[src/rtl/gfx_rom_arbiter.sv]
// -----------------------------------------------------------------------------
// gfx_rom_arbiter
//
// Shares a single graphics ROM read port between the tile (char) fetcher and
// the sprite line-buffer fetcher. One access is in flight at a time. Char has
// fixed priority, but a streak counter hands the port to the sprite fetcher
// after STARVE consecutive contested char grants, so sprites always progress.
//
// Parameters
//   AW       ROM address width
//   DW       ROM data width, {plane2[7:0], plane1[7:0]}
//   ROM_LAT  ROM read latency in cycles (1..7)
//   STARVE   contested char grants before sprite is forced through (1..15)
//
// Ports
//   clk_sys            system clock, rising edge
//   reset_n            asynchronous active-low reset
//   chr_req/chr_addr   char request level and address (held until chr_ack)
//   chr_ack/chr_data   one-cycle ack pulse, registered read data (held)
//   spr_req/spr_addr   sprite request level and address (held until spr_ack)
//   spr_ack/spr_data   one-cycle ack pulse, registered read data (held)
//   rom_addr/rom_rd    registered ROM address and one-cycle read strobe
//   rom_data           ROM read data
//   busy               high whenever the arbiter is not idle
// -----------------------------------------------------------------------------
module gfx_rom_arbiter #(
  parameter int AW      = 12,
  parameter int DW      = 16,
  parameter int ROM_LAT = 2,
  parameter int STARVE  = 3
) (
  input  logic          clk_sys,
  input  logic          reset_n,
  input  logic          chr_req,
  input  logic [AW-1:0] chr_addr,
  output logic          chr_ack,
  output logic [DW-1:0] chr_data,
  input  logic          spr_req,
  input  logic [AW-1:0] spr_addr,
  output logic          spr_ack,
  output logic [DW-1:0] spr_data,
  output logic [AW-1:0] rom_addr,
  output logic          rom_rd,
  input  logic [DW-1:0] rom_data,
  output logic          busy
);

  typedef enum logic [1:0] {
    ST_IDLE = 2'd0,
    ST_WAIT = 2'd1,
    ST_DONE = 2'd2
  } state_t;

  // The countdown covers the strobe cycle itself plus ROM_LAT cycles, so the
  // data edge lands ROM_LAT+1 edges after the grant edge.
  localparam logic [2:0] LAT_LOAD   = 3'(ROM_LAT);
  localparam logic [3:0] STARVE_MAX = 4'(STARVE);

  localparam logic GRANT_CHR = 1'b0;
  localparam logic GRANT_SPR = 1'b1;

  state_t        state_r;
  logic [3:0]    streak_r;
  logic          grant_r;
  logic [2:0]    lat_cnt_r;

  logic          any_req_s;
  logic          pick_spr_s;
  logic [3:0]    next_streak_s;
  logic [AW-1:0] win_addr_s;

  // Winner selection and streak update for a grant taken in IDLE.
  always_comb begin
    any_req_s     = chr_req | spr_req;
    pick_spr_s    = GRANT_CHR;
    next_streak_s = 4'd0;
    if (chr_req && spr_req) begin
      // Contested: char wins until the streak reaches the starvation limit.
      // The >= keeps the counter bounded even if it were ever corrupted.
      if (streak_r >= STARVE_MAX) begin
        pick_spr_s    = GRANT_SPR;
        next_streak_s = 4'd0;
      end else begin
        pick_spr_s    = GRANT_CHR;
        next_streak_s = streak_r + 4'd1;
      end
    end else if (spr_req) begin
      pick_spr_s    = GRANT_SPR;
      next_streak_s = 4'd0;
    end else begin
      // Char alone (or nobody): an uncontested grant clears the streak.
      pick_spr_s    = GRANT_CHR;
      next_streak_s = 4'd0;
    end
    if (pick_spr_s == GRANT_SPR) begin
      win_addr_s = spr_addr;
    end else begin
      win_addr_s = chr_addr;
    end
  end

  // Access sequencer: grant, ROM strobe, latency countdown, capture and ack.
  always_ff @(posedge clk_sys or negedge reset_n) begin
    if (!reset_n) begin
      state_r   <= ST_IDLE;
      streak_r  <= 4'd0;
      grant_r   <= GRANT_CHR;
      lat_cnt_r <= 3'd0;
      rom_addr  <= {AW{1'b0}};
      rom_rd    <= 1'b0;
      chr_ack   <= 1'b0;
      spr_ack   <= 1'b0;
      chr_data  <= {DW{1'b0}};
      spr_data  <= {DW{1'b0}};
      busy      <= 1'b0;
    end else begin
      case (state_r)
        ST_IDLE: begin
          chr_ack <= 1'b0;
          spr_ack <= 1'b0;
          if (any_req_s) begin
            rom_addr  <= win_addr_s;
            rom_rd    <= 1'b1;
            grant_r   <= pick_spr_s;
            streak_r  <= next_streak_s;
            lat_cnt_r <= LAT_LOAD;
            busy      <= 1'b1;
            state_r   <= ST_WAIT;
          end else begin
            // rom_addr deliberately keeps its last value while idle.
            rom_rd  <= 1'b0;
            busy    <= 1'b0;
            state_r <= ST_IDLE;
          end
        end

        ST_WAIT: begin
          // Strobe is only high in the first WAIT cycle.
          rom_rd <= 1'b0;
          if (lat_cnt_r != 3'd0) begin
            lat_cnt_r <= lat_cnt_r - 3'd1;
          end else begin
            if (grant_r == GRANT_SPR) begin
              spr_data <= rom_data;
              spr_ack  <= 1'b1;
            end else begin
              chr_data <= rom_data;
              chr_ack  <= 1'b1;
            end
            state_r <= ST_DONE;
          end
        end

        ST_DONE: begin
          // Requests are ignored here so a held request re-arbitrates in IDLE.
          chr_ack <= 1'b0;
          spr_ack <= 1'b0;
          rom_rd  <= 1'b0;
          busy    <= 1'b0;
          state_r <= ST_IDLE;
        end

        default: begin
          chr_ack <= 1'b0;
          spr_ack <= 1'b0;
          rom_rd  <= 1'b0;
          busy    <= 1'b0;
          state_r <= ST_IDLE;
        end
      endcase
    end
  end

  gfx_rom_arbiter_chk u_chk (
    .clk_sys (clk_sys),
    .reset_n (reset_n),
    .chr_ack (chr_ack),
    .spr_ack (spr_ack),
    .rom_rd  (rom_rd),
    .busy    (busy)
  );

endmodule

// -----------------------------------------------------------------------------
// gfx_rom_arbiter_chk
//
// Protocol properties of the arbiter outputs.
//
// Ports
//   clk_sys, reset_n   clock and asynchronous active-low reset
//   chr_ack, spr_ack   ack pulses
//   rom_rd             ROM read strobe
//   busy               arbiter busy flag
// -----------------------------------------------------------------------------
module gfx_rom_arbiter_chk (
  input logic clk_sys,
  input logic reset_n,
  input logic chr_ack,
  input logic spr_ack,
  input logic rom_rd,
  input logic busy
);

  // The two acks are mutually exclusive.
  ack_onehot: assert property (@(posedge clk_sys) disable iff (!reset_n)
    !(chr_ack && spr_ack));

  // Each strobe and each ack is exactly one cycle long.
  rd_pulse: assert property (@(posedge clk_sys) disable iff (!reset_n)
    rom_rd |=> !rom_rd);

  chr_pulse: assert property (@(posedge clk_sys) disable iff (!reset_n)
    chr_ack |=> !chr_ack);

  spr_pulse: assert property (@(posedge clk_sys) disable iff (!reset_n)
    spr_ack |=> !spr_ack);

  // A strobe only ever happens during an access.
  rd_busy: assert property (@(posedge clk_sys) disable iff (!reset_n)
    rom_rd |-> busy);

endmodule

[config.mk]
export PLATFORM = sky130hd
export DESIGN_NAME = gfx_rom_arbiter
export DESIGN_NICKNAME = d
export VERILOG_FILES = /design/src/rtl/gfx_rom_arbiter.sv
export SDC_FILE = /design/constraint.sdc
export NUM_CORES = 1
export LEC_CHECK = 0
export BUFFER_PORTS_ARGS = -buffer_cell sky130_fd_sc_hd__buf_2
export CELL_PAD_IN_SITES_DETAIL_PLACEMENT = 0
export CELL_PAD_IN_SITES_GLOBAL_PLACEMENT = 1
export CORE_MARGIN = 3
export CORE_UTILIZATION = 38
export CTS_CLUSTER_DIAMETER = 150
export DETAILED_ROUTE_END_ITERATION = 10
export PLACE_DENSITY = 0.75
export SLEW_MARGIN = 20
export SYNTH_ARGS = -nofsm -noshare
export SYNTH_HDL_FRONTEND = slang
export SYNTH_SLANG_ARGS = --single-unit
[constraint.sdc]
create_clock -name clk_sys -period 2.4 [get_ports clk_sys]
set_input_delay 0.24 -clock clk_sys [delete_from_list [all_inputs] [get_ports clk_sys]]
set_output_delay 0.24 -clock clk_sys [all_outputs]
set_load 0.01 [all_outputs]
==> impl_metrics.py <==
metrics = {
    "status": {
        "outcome": "finished clean",
    },
    "final_layout": {
        "final_cells": 361,
        "fillers": 594,
        "drive_above_1_share_pct": 55.2,
        "regArea_um2": 1450,
        "syn2layout_area_growth_pct": 27.6,
        "multi_input_area_um2": 930,
        "fin_nets": 328,
        "diodes": 0,
        "utilization_pct": 51.6,
    },
    "worst_setup_path": {
        "worstSetupEndpointType": "flip-flop",
        "path_cells": "ha_1 > or4b_4 > and2_4 > mux2_2",
        "slowest_delay_ps": 580,
        "reg2regPathDepth": 4,
        "required_ps": 2610,
        "crit_fanout": 14,
        "crit_arrival_ps": 2050,
        "critical_path_class": "flip-flop to flip-flop",
        "r2r_end": "grant_r",
        "crit_buf_inv": 0,
        "r2r_slack_ps": 560,
        "r2r_start": "streak_r[0]",
        "critPathTopFamily": "simple AND/OR/NAND/NOR gates",
        "slowest_stage": "or4b_4",
        "crit_path_start_kind": "flip-flop",
    },
    "drt": {
        "vias_per_cell": 5.06,
        "wirelength_um": 5460,
        "drc": 0,
        "post_drt_wl_per_cell_um": 15.1,
        "postRouteAntennaNets": 0,
        "dr.pass1.iters": 4,
        "drtIter0Drc": 95,
        "dr_total_vias": 1825,
    },
    "floorplanning": {
        "die_h_um": 86.5,
        "num_rows": 28,
        "core_area_um2": 6100,
        "die_x_um": 86.5,
        "die-area_um2": 7490,
        "io_pins": 92,
        "start_util_pct": 40.4,
    },
    "logic_synthesis": {
        "synth_cells": 187,
        "synth_warnings": 0,
        "ys_ff_latch": 58,
        "synth-compound-area-share_pct": 10.4,
        "syn_avg_cell_area_um2": 13.2,
        "synthAdderAreaFrac_pct": 1.52,
        "synth_top_family_by_area": "multiplexers",
        "ys_types": 31,
        "syn_area_um2": 2460,
        "synthTopCellsByCount": "dfrtp_1 (58), mux2_2 (33), o21ai_0 (14), nand3_1 (12), nand4_1 (12)",
        "synthFlopType": "dfrtp_1",
        "ys_seq_area_share_pct": 58.9,
        "yosys.area.top_type": "dfrtp_1",
        "yosys.area_share.simple_pct": 10.4,
        "synth_most_common_cell": "dfrtp_1",
        "synth_top_area_share_pct": 58.9,
        "synth_edf_count": 0,
        "synth_xor_area_share_pct": 0,
        "async_flop_share_pct": 100,
        "synthTopCellsByArea": "dfrtp_1 (59%), mux2_2 (15%), o211ai_2 (5.1%)",
        "synthMuxAreaShare_pct": 15.5,
        "syn_nets": 234,
    },
    "clocking": {
        "cts_setup_buffers": 0,
        "holdBufCountCts": 0,
        "cts-resized-gates": 0,
        "clockBufferDepth": 2,
        "numCtsBuffers": 9,
        "root_buffer": "clkbuf_8",
        "cts_sinks": 58,
        "insertion_delay_ps": 330,
        "htree_levels": 3,
        "cts.clk_slew.worst_paths_ps": 60,
        "cts_tree": "yes",
    },
    "timing": {
        "min_period_ps": 1840,
        "fin_skew_ps": 7.42,
        "hold_viol": 0,
        "final-setup-viol-count": 0,
        "post-route-period-util_pct": 76.6,
        "tightest_slew_ps": 737,
        "fmax_mhz": 544,
        "drv_slew": 0,
        "rsz0062_at_grt": "no",
        "slew_headroom_pct": 50.9,
        "whs_ps": 44.3,
        "setup_tns_ps": 0,
    },
    "pwr": {
        "switching_share_pct": 35.5,
        "power_frac_seq_pct": 40.8,
        "power_density_nw_per_um2": 1300,
        "p_comb_share_pct": 41.1,
        "leakage_nw": 1.55,
        "power_switching_mw": 1.45,
        "internal-power_mw": 2.63,
        "peakVddDrop_mv": 0.658,
        "clockPowerShare_pct": 18.2,
    },
    "global_route": {
        "grtUsageTotal_pct": 15.5,
        "grt_pass1_vias": 1822,
        "grt_max_degree": 59,
        "gr-total-overflow": 0,
        "antenna_found_initial": 0,
        "grt_pass1_wl_um": 8880,
    },
    "hold_path": {
        "hp-class": "input pin to asynchronous set/reset pin",
    },
    "place": {
        "gp_congestion": 0.730,
        "io_buffers": 91,
        "dp_cells": 345,
        "place_hpwl_um": 3880,
    },
    "job": {
        "drv_cap": 0,
    },
}
==> power groups by stage <==
| stage | Sequential (mW) | Combinational [mW] | Clock [mW] |
|---|---|---|---|
| floorplan | 1.87 | 0.864 | 0 |
| global placement | 1.67 | 1.68 | 0 |
| detailed placement | 1.68 | 1.71 | 0 |
| CTS | 1.67 | 1.71 | 0.772 |
| global route | 1.73 | 1.86 | 0.819 |
| finish | 1.66 | 1.67 | 0.741 |
==> registers in the layout, summed over array words and instances (netlist names) <==
register   flops
chr_data      16
spr_data      16
rom_addr      12
streak_r       4
lat_cnt_r      3
state_r        2
busy           1
chr_ack        1
grant_r        1
rom_rd         1
spr_ack        1
==> cells in the final DEF, fill, tap and decap left out, drive strengths merged, types with 3 or more instances in the layout <==
| cell type | count |
|---|---|
| clkbuf | 11 |
| dfrtp | 58 |
| o211ai | 12 |
| nand3 | 13 |
| clkinv | 4 |
| ha | 3 |
| nand4 | 12 |
| nor2b | 3 |
| nor2 | 3 |
| buf | 95 |
| o21ai | 17 |
| mux2 | 33 |
| inv | 6 |
==> per-layer routing <==
metal	track usage [%]	vias up	wire [um]
li1	-	868	-
met1	19.3	901	2290
met2	25.3	51	2830
met3	5.89	5	280
met4	4.11	0	52
met5	0	-	0
==> per-stage QoR <==
step / power [mW] / worst slack, ps / area, um^2
floorplan: 2.74 / 754 / 2460
global placement: 3.35 / 599 / 2980
detailed placement: 3.39 / 571 / 2980
CTS: 4.15 / 564 / 3150
global route: 4.41 / 505 / 3150
finish: 4.08 / 562 / 3150
==> worst max-delay path by stage <==
stage                             from           end  slack [ps]  cells after the start
after floorplan           lat_cnt_r[0]  chr_data[10]         750                      7
after global routing      lat_cnt_r[0]   spr_data[7]         510                      5
final                      streak_r[0]       grant_r         560                      4
after global placement     streak_r[0]       grant_r         600                      4
after CTS                  streak_r[0]       grant_r         560                      4
after detailed placement   streak_r[0]       grant_r         570                      4
==> worst register-to-register path: stages (launching register included) <==
cell and delay [ps]:
dfrtp_1 400, ha_1 200, or4b_4 580, and2_4 270
mux2_2 280
==> logic make-up (layout without fill, tap and decap cells) <==
| family | after synthesis | in the layout |
|---|---|---|
| multiplexers | 34 | 34 |
| flip-flops | 58 | 58 |
| AND/OR/NAND/NOR | 41 | 41 |
| adder cells (fa/ha/maj) | 3 | 3 |
| AO/OA/AOI/OAI | 33 | 33 |
| buffers and inverters | 18 | 117 |
==> layout make-up <==
cell class,instances,area share (%)
flip-flops and latches,58,46.1
multi-input cells,111,29.6
repair buffers,95,15.4
clock buffers,11,4.18
well taps,75,2.98
clock inverters,5,0.994
inverters,6,0.716
(Power assumes the default switching activity.)
